--- config.mk ---
export PLATFORM = sky130hd
export DESIGN_NAME = sme_feeder
export DESIGN_NICKNAME = d
export VERILOG_FILES = /design/src/rtl/sme_feeder.sv
export SDC_FILE = /design/constraint.sdc
export NUM_CORES = 1
export LEC_CHECK = 0
export BUFFER_PORTS_ARGS = -buffer_cell sky130_fd_sc_hd__buf_2
export CAP_MARGIN = 20
export CELL_PAD_IN_SITES_DETAIL_PLACEMENT = 1
export CELL_PAD_IN_SITES_GLOBAL_PLACEMENT = 1
export CORE_MARGIN = 5
export CORE_UTILIZATION = 49
export CTS_BUF_LIST = sky130_fd_sc_hd__clkbuf_4 sky130_fd_sc_hd__clkbuf_8 sky130_fd_sc_hd__clkbuf_16
export DETAILED_ROUTE_END_ITERATION = 8
export GPL_TIMING_DRIVEN = 0
export PLACE_DENSITY = 0.84
export SYNTH_ARGS = -nofsm -noshare
export SYNTH_HDL_FRONTEND = slang
export SYNTH_SLANG_ARGS = --single-unit
export TNS_END_PERCENT = 20
--- constraint.sdc ---
create_clock -name clk -period 2.7 [get_ports clk]
set_clock_uncertainty 0.05 [all_clocks]
set_input_delay 0.405 -clock clk [delete_from_list [all_inputs] [get_ports clk]]
set_output_delay 0.405 -clock clk [all_outputs]
set_load 0.05 [all_outputs]
--- src/rtl/sme_feeder.sv ---
// Host-side feeder for the SME character interface: buffers one string and one
// pattern, streams them on start, then returns the SME result as a done strobe.
module sme_feeder #(
    parameter int unsigned STR_MAX = 32,
    parameter int unsigned PAT_MAX = 10,
    parameter int unsigned TIMEOUT = 64
) (
    input  logic       clk,
    input  logic       reset,
    input  logic       wr_en,
    input  logic       wr_sel,
    input  logic [7:0] wr_data,
    input  logic       clr,
    input  logic       start,
    input  logic       send_str,
    output logic       busy,
    output logic [7:0] chardata,
    output logic       isstring,
    output logic       ispattern,
    input  logic       valid,
    input  logic       match,
    input  logic [4:0] match_index,
    output logic       done,
    output logic       res_match,
    output logic [4:0] res_index,
    output logic       timeout,
    output logic       err
);

    localparam int unsigned SLW = $clog2(STR_MAX + 1);
    localparam int unsigned PLW = $clog2(PAT_MAX + 1);
    localparam int unsigned SAW = $clog2(STR_MAX);
    localparam int unsigned PAW = $clog2(PAT_MAX);
    localparam int unsigned IW  = (SLW > PLW) ? SLW : PLW;
    localparam int unsigned CW  = $clog2(TIMEOUT + 1);

    localparam logic [2:0] IDLE     = 3'd0;
    localparam logic [2:0] SEND_STR = 3'd1;
    localparam logic [2:0] SEND_PAT = 3'd2;
    localparam logic [2:0] WAIT     = 3'd3;
    localparam logic [2:0] DONE     = 3'd4;

    logic [7:0]     str_mem [STR_MAX];
    logic [7:0]     pat_mem [PAT_MAX];

    logic [2:0]     state_q, state_d;
    logic [IW-1:0]  idx_q, idx_d;
    logic [CW-1:0]  cnt_q, cnt_d;
    logic [SLW-1:0] str_len_q, str_len_d, slen_q, slen_d;
    logic [PLW-1:0] pat_len_q, pat_len_d, plen_q, plen_d;
    logic           str_sent_q, str_sent_d;
    logic           busy_d, isstring_d, ispattern_d, done_d;
    logic           res_match_d, timeout_d, err_d;
    logic [7:0]     chardata_d;
    logic [4:0]     res_index_d;
    logic           wr_str_c, wr_pat_c, illegal_c;

    assign illegal_c = (pat_len_q == '0) ||
                       (send_str ? (str_len_q == '0) : !str_sent_q);

    // Outputs describe what is on the bus during the state being entered.
    always_comb begin
        state_d     = state_q;
        idx_d       = idx_q;
        cnt_d       = cnt_q;
        str_len_d   = str_len_q;
        pat_len_d   = pat_len_q;
        slen_d      = slen_q;
        plen_d      = plen_q;
        str_sent_d  = str_sent_q;
        chardata_d  = 8'h00;
        isstring_d  = 1'b0;
        ispattern_d = 1'b0;
        done_d      = 1'b0;
        res_match_d = res_match;
        res_index_d = res_index;
        timeout_d   = timeout;
        err_d       = err;
        wr_str_c    = 1'b0;
        wr_pat_c    = 1'b0;
        case (state_q)
            IDLE: begin
                if (clr) begin
                    str_len_d  = '0;
                    pat_len_d  = '0;
                    str_sent_d = 1'b0;
                end else if (start) begin
                    if (illegal_c) begin
                        state_d     = DONE;
                        done_d      = 1'b1;
                        err_d       = 1'b1;
                        timeout_d   = 1'b0;
                        res_match_d = 1'b0;
                        res_index_d = 5'd0;
                    end else begin
                        slen_d = str_len_q;
                        plen_d = pat_len_q;
                        idx_d  = IW'(1);
                        if (send_str) begin
                            state_d    = SEND_STR;
                            chardata_d = str_mem[0];
                            isstring_d = 1'b1;
                        end else begin
                            state_d     = SEND_PAT;
                            chardata_d  = pat_mem[0];
                            ispattern_d = 1'b1;
                        end
                    end
                end else if (wr_en) begin
                    if (!wr_sel && str_len_q != SLW'(STR_MAX)) begin
                        wr_str_c  = 1'b1;
                        str_len_d = str_len_q + SLW'(1);
                    end else if (wr_sel && pat_len_q != PLW'(PAT_MAX)) begin
                        wr_pat_c  = 1'b1;
                        pat_len_d = pat_len_q + PLW'(1);
                    end
                end
            end
            SEND_STR: begin
                if (idx_q < IW'(slen_q)) begin
                    chardata_d = str_mem[idx_q[SAW-1:0]];
                    isstring_d = 1'b1;
                    idx_d      = idx_q + IW'(1);
                end else begin
                    state_d     = SEND_PAT;
                    str_sent_d  = 1'b1;
                    chardata_d  = pat_mem[0];
                    ispattern_d = 1'b1;
                    idx_d       = IW'(1);
                end
            end
            SEND_PAT: begin
                if (idx_q < IW'(plen_q)) begin
                    chardata_d  = pat_mem[idx_q[PAW-1:0]];
                    ispattern_d = 1'b1;
                    idx_d       = idx_q + IW'(1);
                end else begin
                    state_d = WAIT;
                    cnt_d   = '0;
                end
            end
            WAIT: begin
                if (valid) begin
                    state_d     = DONE;
                    done_d      = 1'b1;
                    res_match_d = match;
                    res_index_d = match_index;
                    timeout_d   = 1'b0;
                    err_d       = 1'b0;
                end else if (cnt_q == CW'(TIMEOUT)) begin
                    state_d     = DONE;
                    done_d      = 1'b1;
                    res_match_d = 1'b0;
                    res_index_d = 5'd0;
                    timeout_d   = 1'b1;
                    err_d       = 1'b0;
                end else begin
                    cnt_d = cnt_q + CW'(1);
                end
            end
            DONE:    state_d = IDLE;
            default: state_d = IDLE;
        endcase
        busy_d = (state_d != IDLE);
    end

    always_ff @(posedge clk or posedge reset) begin
        if (reset) begin
            state_q    <= IDLE;
            idx_q      <= '0;
            cnt_q      <= '0;
            str_len_q  <= '0;
            pat_len_q  <= '0;
            slen_q     <= '0;
            plen_q     <= '0;
            str_sent_q <= 1'b0;
            busy       <= 1'b0;
            chardata   <= 8'h00;
            isstring   <= 1'b0;
            ispattern  <= 1'b0;
            done       <= 1'b0;
            res_match  <= 1'b0;
            res_index  <= 5'd0;
            timeout    <= 1'b0;
            err        <= 1'b0;
        end else begin
            state_q    <= state_d;
            idx_q      <= idx_d;
            cnt_q      <= cnt_d;
            str_len_q  <= str_len_d;
            pat_len_q  <= pat_len_d;
            slen_q     <= slen_d;
            plen_q     <= plen_d;
            str_sent_q <= str_sent_d;
            busy       <= busy_d;
            chardata   <= chardata_d;
            isstring   <= isstring_d;
            ispattern  <= ispattern_d;
            done       <= done_d;
            res_match  <= res_match_d;
            res_index  <= res_index_d;
            timeout    <= timeout_d;
            err        <= err_d;
        end
    end

    // Buffer storage needs no reset; only the lengths define valid contents.
    always_ff @(posedge clk) begin
        if (wr_str_c) str_mem[str_len_q[SAW-1:0]] <= wr_data;
        if (wr_pat_c) pat_mem[pat_len_q[PAW-1:0]] <= wr_data;
    end

endmodule

==> flow_summary.yaml, run 1 <==
drt:
  firstDrtPassIters: 5
  vias: 10017
  drc: 0
  routed_wl_um: 49500
  drt-initial-drc-count: 1318
  viasPerCell: 6.55
  wl_per_cell_um: 32.4
  ant_nets: 0
hold_path:
  hold_path_class: "in -> reg"
layout:
  final_cell_area_um2: 19200
  final_util_pct: 59.1
  syn_to_final_growth_pct: 19.0
  drive_gt1_share_pct: 30.9
  final_common_cell: "edfxtp_1"
  final_cell_mix: "336 x edfxtp_1, 80 x mux4_2, 72 x nand2_1"
  nNetsFinal: 1097
  antennaDiodeCount: 0
run_status:
  violations: "setup timing"
  outcome: "finished with violations"
timing:
  maxSlewHeadroom_pct: 37.6
  finalHoldViolCount: 0
  drv_slew: 0
  max_freq_ghz: 0.362
  finalSetupViolCount: 55
  period_share_pct: 102
  period_needed_ps: 2760
  worst_slew_pin_slew_ps: 936
  setup_ws_ps: -61.6
  rsz0062_at_grt: "true"
logic_synthesis:
  syn_inst: 941
  netlist_area_um2: 16200
  synth_area_per_cell_um2: 17.2
  synth.ff_latch_count: 393
  synth_cell_types: 61
  ys.flop_type: "edfxtp_1"
  synthArstFlopShare_pct: 14.5
  yosysWarnings: 0
  syn-num-nets: 982
  seq_area_frac_synth_pct: 71.3
  synth-edff-count: 336
grt:
  grtUsageTotal_pct: 27.0
  grt_pass1_wl_um: 71700
  grt_use_met1_pct: 33.5
  top_usage_layer: "met2"
  grt_pass1_vias: 10538
  met3_usage_pct: 6.85
  grt_max_degree: 43
  grt_overflow: 0
  use_met2_pct: 45.6
  grt_antenna_before_repair: 1
die:
  die_w_um: 192
  io_pins: 42
  rows: 66
  fp.dieH_um: 192
  coreArea_um2: 32500
  initial_core_util_pct: 49.6
  dieArea_um2: 36700
cts:
  insertion_delay_ps: 560
  cts.reportedPaths.clkPinSlew_ps: 60
  cts.sinks: 393
  cts_buffer_depth: 3
  cts_made_buffers: 41
  cts_tree: "done"
  htree_levels: 2
  cts-root-buf: "clkbuf_16"
setup_path:
  r2r_slack_ps: -60
  crit_type: "reg -> reg"
  worst-path-max-fanout: 8
  critPathArrivalTime_ps: 2940
  cp-end-kind: "flip-flop"
  cp-start-kind: "flip-flop"
  required_ps: 2880
placed_design:
  finalWeightedCongestion: 0.812
  portBuffers: 41
  hpwl_um: 28600
  postPlaceCellArea_um2: 16900
power:
  peakVddDrop_uv: 569
  p_leak_nw: 6.63
  power_density_nw_per_um2: 953
run:
  cap_violations: 0
==> worst paths after layout <==
check                                  start             end  cells after the start
worst max-delay path            str_len_q[0]  str_mem[12][4]                      7
worst min-delay path                   match       res_match                      2
worst max register to register  str_len_q[0]  str_mem[12][4]                      7
worst min register to register  res_index[3]    res_index[3]                      1
max in group asynchronous              reset    str_len_q[1]                      4
min in group asynchronous              reset            done                      3
==> metrics by stage <==
step / setup slack, ps / hold slack (ps) / setup TNS [ps] / cells / total power, mW
2_1_floorplan: 50.2 / 392 / 0 / 941 / 10.5
3_3_place_gp: -851 / 407 / -194930 / 1424 / 12.0
3_5_place_dp: -1010 / 433 / -221890 / 1425 / 12.3
4_1_cts: -5.43 / 26.3 / -7.04 / 1522 / 17.9
5_1_grt: -114 / 36.0 / -9990 / 1530 / 18.9
6_report: -61.6 / 27.3 / -1320 / 1530 / 18.3
==> synth_stat cells, types with 3 or more instances <==
| master | number | area share [%] |
|---|---|---|
| edfxtp_1 | 336 | 62 |
| mux4_2 | 80 | 11 |
| nand2_1 | 77 | 1.8 |
| dfrtp_1 | 57 | 8.8 |
| nor2_1 | 48 | 1.1 |
| inv_1 | 37 | 0.86 |
| clkbuf_1 | 25 | 0.58 |
| nand3_1 | 25 | 0.77 |
| mux2i_1 | 23 | 1.4 |
| ha_1 | 19 | 1.5 |
| o21ai_0 | 19 | 0.59 |
| buf_2 | 15 | 0.46 |
| a21oi_1 | 12 | 0.37 |
| mux2_2 | 12 | 0.84 |
| and2_1 | 11 | 0.43 |
| a22o_1 | 10 | 0.54 |
| o2111ai_1 | 10 | 0.54 |
| a211oi_1 | 9 | 0.42 |
| or4_1 | 9 | 0.42 |
| a31oi_1 | 8 | 0.31 |
| o211ai_1 | 8 | 0.37 |
| and3_1 | 7 | 0.27 |
| nor2b_1 | 7 | 0.27 |
| o31ai_1 | 6 | 0.28 |
| a32oi_1 | 5 | 0.27 |
| buf_1 | 5 | 0.12 |
| nand2b_1 | 5 | 0.19 |
| a22oi_1 | 4 | 0.19 |
| or3_1 | 4 | 0.15 |
| nand3b_1 | 3 | 0.14 |
| nor3_1 | 3 | 0.093 |
| nor3b_1 | 3 | 0.14 |
| xor2_1 | 3 | 0.16 |
==> what timing repair did <==
item	in CTS	in global routing
pin swaps	25	9
endpoints found under the setup margin	363	351
gates resized for setup	110	45
endpoints found under the hold margin	25	0
cloned	0	0
setup buffers	21	9
hold buffers	1	0
==> layer usage <==
metal	share of wire [%]	up-vias
li1	-	3946
met1	36	5261
met2	50	653
met3	9.3	155
met4	4.5	2
met5	0.014	-
==> sequential cells by signal (all words and copies together), names as in the netlist <==
signal      count
str_sent_q      1
isstring        1
cnt_q           7
plen_q          4
idx_q           6
timeout         1
slen_q          6
ispattern       1
pat_len_q       4
chardata        8
pat_mem        80
res_index       5
str_len_q       6
done            1
err             1
res_match       1
busy            1
state_q         3
str_mem       256
==> area by class of cell <==
cell class,count,area [µm²]
fill,2918,13300
sequential,393,11500
multi-input combinational,463,4670
clock buffer,56,1180
timing repair buffer,73,711
tap,442,553
buffer,47,292
clock inverter,19,149
inverter,37,139
==> logic make-up (layout without fill, tap and decap cells) <==
kind of cell | Yosys count | in the layout | share of synthesized area (%)
AOI/OAI and AO/OA | 109 | 109 | 4.90
xor gates and xnor gates | 5 | 5 | 0.271
adders and majority gates | 19 | 19 | 1.47
buffers and inverters | 85 | 232 | 2.18
DFF | 393 | 393 | 71.3
muxes | 115 | 115 | 13.4
and+or+nand+nor | 215 | 215 | 6.45
==> where the power goes <==
part | switching (mW) | total (mW) | internal (mW) | leakage, nW
Clock | 2.42 | 5.61 | 3.19 | 0.665
Combinational | 3.63 | 5.68 | 2.05 | 2.17
Sequential | 0.193 | 7.02 | 6.82 | 3.79
Total | 6.24 | 18.3 | 12.1 | 6.63
==> critical path, cell delays in order, from the launching register on <==
cell,delay [ps]
dfrtp_1,400
inv_1,120
ha_1,270
nor4b_4,170
a2111oi_4,460
and2_4,380
nand2_4,220
nor2_4,330
Note: power is estimated with default switching activity, not from simulation.
==> run 2, diff against run 1 <==
- REMOVE_ABC_BUFFERS: default -> 1
- SLEW_MARGIN: default -> 20
==> run 2 against run 1 <==
The flow still finishes with violations (setup timing). Worst setup slack gained 4.9 ps. Via count shrank 3.0%. Cell count shrank 2.0%. Register-to-register slack is essentially flat. Wire length shrank 4.1%. Clock-buffer cell count shrank 2. Highest routed layer unchanged.
==> flow_summary.yaml, run 2 (synthesis gave the netlist of run 1 again) <==
run_status:
  outcome: "finished with violations"
  violations: "setup timing"
die:
  io_pins: 42
  coreArea_um2: 32500
  rows: 66
  die_w_um: 192
  fp.dieH_um: 192
  initial_core_util_pct: 49.6
  dieArea_um2: 36700
drt:
  drc: 0
  drt-initial-drc-count: 1133
  firstDrtPassIters: 5
  routed_wl_um: 47500
  wl_per_cell_um: 31.7
  viasPerCell: 6.48
  ant_nets: 0
  vias: 9713
layout:
  largest_register_ffs: 256
  drive_gt1_share_pct: 30.6
  fill_cells: 2882
  antennaDiodeCount: 0
  final_cell_mix: "336 x edfxtp_1, 80 x mux4_2, 72 x nand2_1"
  final_util_pct: 59.0
  nNetsFinal: 1068
  final_common_cell: "edfxtp_1"
  syn_to_final_growth_pct: 18.9
placed_design:
  portBuffers: 41
  finalWeightedCongestion: 0.779
  hpwl_um: 24800
grt:
  grtUsageTotal_pct: 24.8
  grt_use_met1_pct: 32.7
  top_usage_layer: "met2"
  grt_pass1_vias: 9940
  grt_max_degree: 47
  grt_overflow: 0
  grt_pass1_wl_um: 67200
  use_met2_pct: 42.6
  met3_usage_pct: 4.78
  grt_antenna_before_repair: 1
cts:
  htree_levels: 2
  cts.reportedPaths.clkPinSlew_ps: 60
  cts-root-buf: "clkbuf_16"
  cts_buffer_depth: 3
  insertion_delay_ps: 550
  cts.sinks: 393
  cts_made_buffers: 40
  cts_tree: "done"
run:
  cap_violations: 0
setup_path:
  worstSetupStartpoint: "state_q[0]"
  path_buf_inv: 0
  slowest_stage: "or3_1"
  crit_type: "reg -> reg"
  critPathArrivalTime_ps: 2880
  rr_endpoint: "pat_mem[8][7]"
  r2r_slack_ps: -60
  crit_end: "pat_mem[8][7]"
  required_ps: 2830
  cp_cell_sequence: "or3_1 -> nor2_1 -> nand2_1 -> nor2_1 -> and3_1"
  path_delay_family: "simple AND/OR/NAND/NOR gates"
  cp-start-kind: "flip-flop"
  max_stage_delay_ps: 530
  rr_worst_depth: 5
  crit_path_frequent_cell: "nor2_1"
  cp-end-kind: "flip-flop"
  path_depth: 5
  reg2reg_from: "state_q[0]"
  worst-path-max-fanout: 10
power:
  peakVddDrop_uv: 734
  power_density_nw_per_um2: 952
  p_leak_nw: 6.57
  fin_total_pwr_mw: 18.3
timing:
  period_needed_ps: 2760
  setup_tns_ps: -446
  maxSlewHeadroom_pct: 31.3
  drv_slew: 0
  period_share_pct: 102
  worst_slew_pin_slew_ps: 1020
  finalHoldViolCount: 0
  rsz0062_at_grt: "true"
  max_freq_ghz: 0.363
  setup_ws_ps: -56.7
  finalSetupViolCount: 12
hold_path:
  hold_path_class: "in -> reg"
[run 2: changes by cell type in the layout (fill, tap and decap cells not counted), moves of 5 or more]
cell	delta
buf_2	-8
buf_4	+9
buf_6	-5
clkbuf_1	-12
clkbuf_2	-9
clkbuf_4	-5
clkinv_1	+5
[run 2: final cells by class]
class / instances / area [µm²] / share of cell area [%]
Sequential cell: 393 / 11500 / 60.1
Timing Repair Buffer: 92 / 932 / 4.86
Clock inverter: 18 / 160 / 0.834
Tap cell: 442 / 553 / 2.88
Inverter: 37 / 145 / 0.756
Multi-Input combinational cell: 463 / 4730 / 24.7
Clock buffer: 54 / 1140 / 5.95
[run 2: report_power, final]
part           total, mW  internal (mW)  switching [mW]  leakage [nW]
combinational       5.56           2.20            3.36          2.13
sequential          7.12           6.84           0.281          3.79
clock               5.60           3.19            2.42         0.648
[run 2: how the worst min path moves through the flow]
stage / from / end / slack, ps / cells past startpoint
after floorplan: plen_q[0] / plen_q[0] / 390 / 2
after global placement: plen_q[0] / plen_q[0] / 410 / 2
after detailed placement: reset / str_len_q[4] / 290 / 2
after CTS: match_index[0] / res_index[0] / 40 / 2
after global routing: match_index[1] / res_index[1] / 40 / 2
final: match_index[0] / res_index[0] / 50 / 2
[run 2: timing repair]
item / CTS / global route
cloned: 1 / 0
pin swaps: 15 / 12
setup buffers: 27 / 14
resized for setup: 91 / 20
hold buffers: 1 / 0
endpoints found under the hold margin: 11 / 0
endpoints found under the setup margin: 320 / 333
[run 2: through the flow]
stage,setup slack (ps),instances,instance area [µm²],hold WS [ps]
finish,-56.7,1499,19200,51.7
global route,-107,1499,19200,41.0
CTS,-1.39,1485,18900,35.6
detailed placement,-1170,1384,16900,293
global placement,-4180,1376,16700,413
floorplan,-2310,893,15900,392
[run 2: metal layers]
metal	vias to the layer above	routed length, µm
met2	620	24500
met5	-	9
met4	2	1940
met3	137	3800
li1	3882	-
met1	5072	17300
